File: src/rtl/conv_pkg.sv
// rtl/conv_pkg.sv - shared types, defaults and helpers for the 2-D convolution engine
package conv_pkg;

   localparam int DATA_W_DEF = 8;
   localparam int ACC_W_DEF  = 24;
   localparam int K_DEF      = 3;
   localparam int IMG_W_DEF  = 28;
   localparam int IMG_H_DEF  = 28;
   localparam int ADDR_W_DEF = 10;

   typedef enum logic [2:0] {
      IDLE,
      LOAD_KERNEL,
      MAC,
      DRAIN,
      OUTPUT,
      DONE
   } state_t;

   // Number of valid kernel positions along one image axis
   function automatic int out_dim(input int size, input int k, input int stride);
      return (size - k) / stride + 1;
   endfunction

endpackage

File: src/rtl/conv_mac.sv
// rtl/conv_mac.sv - signed multiply-accumulate with clear-on-first-product
module conv_mac
   import conv_pkg::*;
#(
   parameter int DATA_W = DATA_W_DEF,
   parameter int ACC_W  = ACC_W_DEF
)(
   input  logic              clk,
   input  logic              rst,
   input  logic              en,
   input  logic              clr,
   input  logic [DATA_W-1:0] a,
   input  logic [DATA_W-1:0] b,
   output logic [ACC_W-1:0]  acc
);

   logic signed [2*DATA_W-1:0] prod;
   logic [ACC_W-1:0]           prod_ext;

   // Full-precision signed product, sign-extended to the accumulator width
   always_comb begin
      prod     = $signed(a) * $signed(b);
      prod_ext = {{(ACC_W-2*DATA_W){prod[2*DATA_W-1]}}, prod};
   end

   // Accumulate; the first product of a window overwrites the previous sum
   always_ff @(posedge clk or posedge rst) begin
      if (rst) begin
         acc <= '0;
      end else if (en) begin
         acc <= clr ? prod_ext : acc + prod_ext;
      end
   end

endmodule

File: src/rtl/conv2d_stream_engine.sv
// rtl/conv2d_stream_engine.sv - kernel fetch, sliding-window MAC and streamed result output
module conv2d_stream_engine
   import conv_pkg::*;
#(
   parameter int DATA_W = DATA_W_DEF,
   parameter int ACC_W  = ACC_W_DEF,
   parameter int K      = K_DEF,
   parameter int IMG_W  = IMG_W_DEF,
   parameter int IMG_H  = IMG_H_DEF,
   parameter int ADDR_W = ADDR_W_DEF
)(
   input  logic              i_clk,
   input  logic              i_rst,
   input  logic              i_start,
   input  logic [1:0]        i_stride,
   input  logic [ADDR_W-1:0] i_src_base,
   input  logic [ADDR_W-1:0] i_krn_base,
   output logic              o_src_rd,
   output logic [ADDR_W-1:0] o_src_addr,
   input  logic [DATA_W-1:0] i_src_data,
   output logic              o_krn_rd,
   output logic [ADDR_W-1:0] o_krn_addr,
   input  logic [DATA_W-1:0] i_krn_data,
   output logic              o_valid,
   input  logic              i_ready,
   output logic [ACC_W-1:0]  o_data,
   output logic              o_last,
   output logic              o_busy,
   output logic              o_done
);

   localparam int KK = K * K;
   localparam int CW = $clog2(KK + 1);
   localparam int DW = 16;

   state_t            state, state_nxt;
   logic [CW-1:0]     cnt;
   logic [DW-1:0]     kx, ky, ox, oy, ow, oh;
   logic [1:0]        stride;
   logic [1:0]        eff_stride;
   logic [ADDR_W-1:0] src_base, krn_base;
   logic [DATA_W-1:0] kernel [KK];
   logic              krn_rd_q, mac_en, mac_clr;
   logic [CW-1:0]     rd_idx;
   logic [ACC_W-1:0]  acc;
   logic              at_last;

   assign eff_stride = (i_stride == 2'd0) ? 2'd1 : i_stride;
   assign at_last    = (ox == ow - DW'(1)) && (oy == oh - DW'(1));
   assign o_data     = acc;
   assign o_krn_addr = o_krn_rd ? krn_base + ADDR_W'(cnt) : '0;
   assign o_src_addr = o_src_rd
      ? src_base + ADDR_W'((32'(oy) * 32'(stride) + 32'(ky)) * 32'(IMG_W)
                           + 32'(ox) * 32'(stride) + 32'(kx))
      : '0;

   // State register
   always_ff @(posedge i_clk or posedge i_rst) begin
      if (i_rst) state <= IDLE;
      else       state <= state_nxt;
   end

   // Next-state and status/strobe decode
   always_comb begin
      state_nxt = state;
      o_krn_rd  = 1'b0;
      o_src_rd  = 1'b0;
      o_valid   = 1'b0;
      o_last    = 1'b0;
      o_busy    = 1'b0;
      o_done    = 1'b0;
      unique case (state)
         IDLE: begin
            if (i_start) state_nxt = LOAD_KERNEL;
         end
         LOAD_KERNEL: begin
            o_busy   = 1'b1;
            o_krn_rd = (cnt < CW'(KK));
            if (cnt == CW'(KK)) state_nxt = MAC;
         end
         MAC: begin
            o_busy   = 1'b1;
            o_src_rd = 1'b1;
            if (cnt == CW'(KK - 1)) state_nxt = DRAIN;
         end
         DRAIN: begin
            o_busy    = 1'b1;
            state_nxt = OUTPUT;
         end
         OUTPUT: begin
            o_busy  = 1'b1;
            o_valid = 1'b1;
            o_last  = at_last;
            if (i_ready) state_nxt = at_last ? DONE : MAC;
         end
         DONE: begin
            o_done    = 1'b1;
            state_nxt = IDLE;
         end
         default: state_nxt = IDLE;
      endcase
   end

   // Counters, latched job parameters, kernel store and read-return pipeline
   always_ff @(posedge i_clk or posedge i_rst) begin
      if (i_rst) begin
         cnt      <= '0;
         kx       <= '0;
         ky       <= '0;
         ox       <= '0;
         oy       <= '0;
         ow       <= '0;
         oh       <= '0;
         stride   <= 2'd1;
         src_base <= '0;
         krn_base <= '0;
         krn_rd_q <= 1'b0;
         mac_en   <= 1'b0;
         mac_clr  <= 1'b0;
         rd_idx   <= '0;
         for (int i = 0; i < KK; i++) kernel[i] <= '0;
      end else begin
         krn_rd_q <= o_krn_rd;
         mac_en   <= o_src_rd;
         mac_clr  <= o_src_rd && (cnt == '0);
         rd_idx   <= cnt;
         if (krn_rd_q) kernel[rd_idx] <= i_krn_data;
         unique case (state)
            IDLE: begin
               if (i_start) begin
                  stride   <= eff_stride;
                  src_base <= i_src_base;
                  krn_base <= i_krn_base;
                  ow       <= DW'(out_dim(IMG_W, K, int'(eff_stride)));
                  oh       <= DW'(out_dim(IMG_H, K, int'(eff_stride)));
                  cnt      <= '0;
                  kx       <= '0;
                  ky       <= '0;
                  ox       <= '0;
                  oy       <= '0;
               end
            end
            LOAD_KERNEL: begin
               cnt <= (cnt == CW'(KK)) ? '0 : cnt + CW'(1);
            end
            MAC: begin
               if (cnt == CW'(KK - 1)) begin
                  cnt <= '0;
                  kx  <= '0;
                  ky  <= '0;
               end else begin
                  cnt <= cnt + CW'(1);
                  if (kx == DW'(K - 1)) begin
                     kx <= '0;
                     ky <= ky + DW'(1);
                  end else begin
                     kx <= kx + DW'(1);
                  end
               end
            end
            OUTPUT: begin
               if (i_ready) begin
                  if (ox == ow - DW'(1)) begin
                     ox <= '0;
                     oy <= oy + DW'(1);
                  end else begin
                     ox <= ox + DW'(1);
                  end
               end
            end
            default: ;
         endcase
      end
   end

   conv_mac #(
      .DATA_W (DATA_W),
      .ACC_W  (ACC_W)
   ) u_mac (
      .clk (i_clk),
      .rst (i_rst),
      .en  (mac_en),
      .clr (mac_clr),
      .a   (i_src_data),
      .b   (kernel[rd_idx]),
      .acc (acc)
   );

endmodule
File: config.mk
export PLATFORM = sky130hd
export DESIGN_NAME = conv2d_stream_engine
export DESIGN_NICKNAME = d
export VERILOG_FILES = /design/src/rtl/conv_pkg.sv /design/src/rtl/conv_mac.sv /design/src/rtl/conv2d_stream_engine.sv
export SDC_FILE = /design/constraint.sdc
export NUM_CORES = 1
export LEC_CHECK = 0
export ABC_AREA = 1
export CAP_MARGIN = 15
export CORE_UTILIZATION = 50
export CTS_CLUSTER_SIZE = 14
export DETAILED_ROUTE_END_ITERATION = 10
export PLACE_DENSITY = 0.66
export SYNTH_ARGS = -nofsm -noshare
export SYNTH_HDL_FRONTEND = slang
export SYNTH_SLANG_ARGS = --single-unit
File: constraint.sdc
create_clock -name i_clk -period 13.35 [get_ports i_clk]
set_clock_uncertainty 0.1 [all_clocks]
set_input_delay 3.3375 -clock i_clk [delete_from_list [all_inputs] [get_ports i_clk]]
set_output_delay 3.3375 -clock i_clk [all_outputs]
set_load 0.01 [all_outputs]
==> impl_results.md <==
* Status: finished, final reports clean
* Fmax at around 99 MHz
* Largest net degree at the start of global routing at 117
* Yosys cell types at 53
* First-pass GRT wire length at about 69000 um
* Max-slew violations at 0
* Clk pin slew, worst setup/hold paths at 70 ps
* Mapped cell area at 16200 sq um
* Post-synth top area cell: dfrtp_1
* Required @ worst endpoint at 9910 ps
* GRT Overall Usage at 0.259
* Final Cycle Share at 0.756
* # diodes at 0
* Core area at roughly 32000 sq um
* CP max stage delay at 730 ps
* CTS tree: yes
* Drt first pass iters at 5
* CTS buffer count at 17
* Multi-input gate area at 9560 sq um
* FF+latch count, synth at 191
* Die span in x at 182 um
* Worst slew pin tran at 961 ps
* Die area at 33200 sq um
* Clock tree buffer depth at 2
* Area delta synth->final at 11.1%
* Vias per std cell at 5.25
* Final #Nets at 2531
* Max FO, Critical Path at 17
* Post-detailed-route count of antenna-violating nets at 0
* Crit Path Class: flip-flop to output port
* Sequential area share after synthesis at 0.294
* Most common cell after layout, fill and taps aside: nand2_1
* Worst R2R Setup Slack at between 5000 and 6000 ps
* Final period demand of the worst path at 10090 ps
* RSZ-0062 raised after global routing: false
* Initial antenna violation count at 0
* Worst Setup Start Kind: flip-flop
* # resized after CTS at 0
* Detailed placement HPWL at roughly 31000 um
* Via count of the routed design at 14257
* Latest clock arrival within the worst-skew pair at 460 ps
* Async SR Flop Fraction at 1.00
* Final Hold Viols at 0
* GP Congestion at around 0.93
* Drt total wl at 40600 um
* Sink Count at ~190
* Vias in the first global route at between 10000 and 15000
* Routed wire length per instance at 15.0 um
* Initial DRC count at 961
* Final Setup Violations at 0
* Fraction of layout cells with a size suffix above 1 at 0.0363
* Register area at 4780 sq um
* EDFF count, synth at 0
* Rel. slew slack at 0.359
* Yosys top cell area share at 0.293
* # DRC at 0
* Row count at 65
* Fillers at 3060
* Post-Syn Area per Cell at a little over 7 sq um
* Min-delay worst type: flip-flop to flip-flop
* Most frequent cells in the layout: 601 x nand2_1, 418 x inv_1, 190 x dfrtp_1
* Syn nets at 2472
* Setup TNS at 0 ps
* CTS Root Cell: clkbuf_16
* CP arrival at 6650 ps
* Starting Density at 0.512
* Dominant synthesized flop cell: dfrtp_1
* Setup repair bufs after CTS at 0
* CP endpoint kind: output port
* Post-CTS Hold Buffers at 0
* Htree depth at 4
* Max-capacitance violation count at 0
* Chip Height at about 180 um
* Post-Synthesis Cells at 2241
* Synth top area cells: dfrtp_1 29%, nand2_1 14%, fa_1 12%, inv_1 9.7%, ha_1 7.3%
* I/O pins at 92
* YS warnings at 0
* IO Port Bufs at between 90 and 100
* Max stage delay cell, worst path: dfrtp_1
* GR Overflow Total at 0
-- synthesized netlist by cell type (2+ instances only) --
| master | n |
|---|---|
| a21oi_1 | 89 |
| a221oi_1 | 5 |
| a22oi_1 | 17 |
| a31oi_1 | 7 |
| and2_1 | 3 |
| buf_1 | 5 |
| buf_2 | 9 |
| buf_4 | 5 |
| buf_6 | 3 |
| clkbuf_1 | 39 |
| dfrtp_1 | 190 |
| fa_1 | 94 |
| ha_1 | 95 |
| inv_1 | 419 |
| inv_2 | 8 |
| nand2_1 | 601 |
| nand2_2 | 3 |
| nand2_4 | 2 |
| nand3_1 | 117 |
| nand3b_1 | 7 |
| nand4_1 | 35 |
| nor2_1 | 179 |
| nor2_2 | 5 |
| nor2_4 | 3 |
| nor3_1 | 35 |
| nor4_1 | 7 |
| o2111ai_1 | 2 |
| o211ai_1 | 8 |
| o21ai_0 | 126 |
| o21ai_1 | 2 |
| o21bai_1 | 7 |
| o22ai_1 | 8 |
| o2bb2ai_1 | 6 |
| or2_2 | 13 |
| xnor2_1 | 13 |
| xor2_1 | 57 |
-- cell type report --
type                       count  share of cell area
inverter                     428              0.0895
multi-input combinational   1560               0.530
clock inverter                14             0.00819
sequential                   191               0.265
tap                          402              0.0279
timing repair buffer         102              0.0551
clock buffer                  18              0.0238
-- cell families (layout without fill, tap and decap cells) --
logic type,Yosys count,count (layout),share of synthesized area
and+or+nand+nor,1017,1017,0.264
adders and majority gates,189,189,0.189
AOI/OAI and AO/OA,284,284,0.0983
buffers and inverters,490,562,0.117
xor gates and xnor gates,70,70,0.0378
DFF,191,191,0.294
-- state kept, by name (all words and copies together) (netlist names), 8 cells and up --
name       flops
krn_base      10
kx            16
u_mac.acc     24
ox            16
ky             8
oy            16
src_base      10
kernel        72
-- through the flow --
stage / hold WS [ps] / setup slack [ps] / utilization / std cells / cell area, sq um
6_report: 385 / 3260 / 0.568 / 2715 / 18000
5_1_grt: 399 / 2810 / 0.568 / 2715 / 18000
4_1_cts: 392 / 3230 / 0.568 / 2715 / 18000
3_5_place_dp: 373 / 3680 / 0.550 / 2683 / 17500
3_3_place_gp: 366 / 3750 / 0.550 / 2683 / 17500
2_1_floorplan: 336 / 4510 / - / 2241 / 16200
-- worst max-delay path: cells and delay by family (launching register included) --
family	cells	cell delay [ps]
adders and majority gates	8	2900
buffers and inverters	6	830
and+or+nand+nor	10	820
xor gates and xnor gates	2	760
DFF	1	730
AOI/OAI and AO/OA	1	150
-- per-layer routing --
layer | track usage | share of wire
met4 | 0.0827 | 0.021
met2 | 0.440 | 0.48
met1 | 0.338 | 0.45
met5 | 0 | 0
met3 | 0.0399 | 0.051
-- final timing paths --
| kind | start | cells after the start | to |
|---|---|---|---|
| setup / recovery | oh[0]$_DFFE_PP0P_ | 27 | o_src_addr[9] |
| hold / removal | cnt[2]$_DFFE_PP0P_ | 0 | rd_idx[2]$_DFF_PP0_ |
| setup reg to reg | rd_idx[1]$_DFF_PP0_ | 31 | u_mac.acc[21]$_DFFE_PP0P_ |
| hold reg to reg | cnt[2]$_DFFE_PP0P_ | 0 | rd_idx[2]$_DFF_PP0_ |
| max in group asynchronous | i_rst | 3 | oy[13]$_DFFE_PP0P_ |
| min in group asynchronous | i_rst | 2 | kernel[20]$_DFFE_PP0P_ |
Power is not shown: default switching activity piles up to over one toggle a cycle in this logic, so the estimate is an artifact.
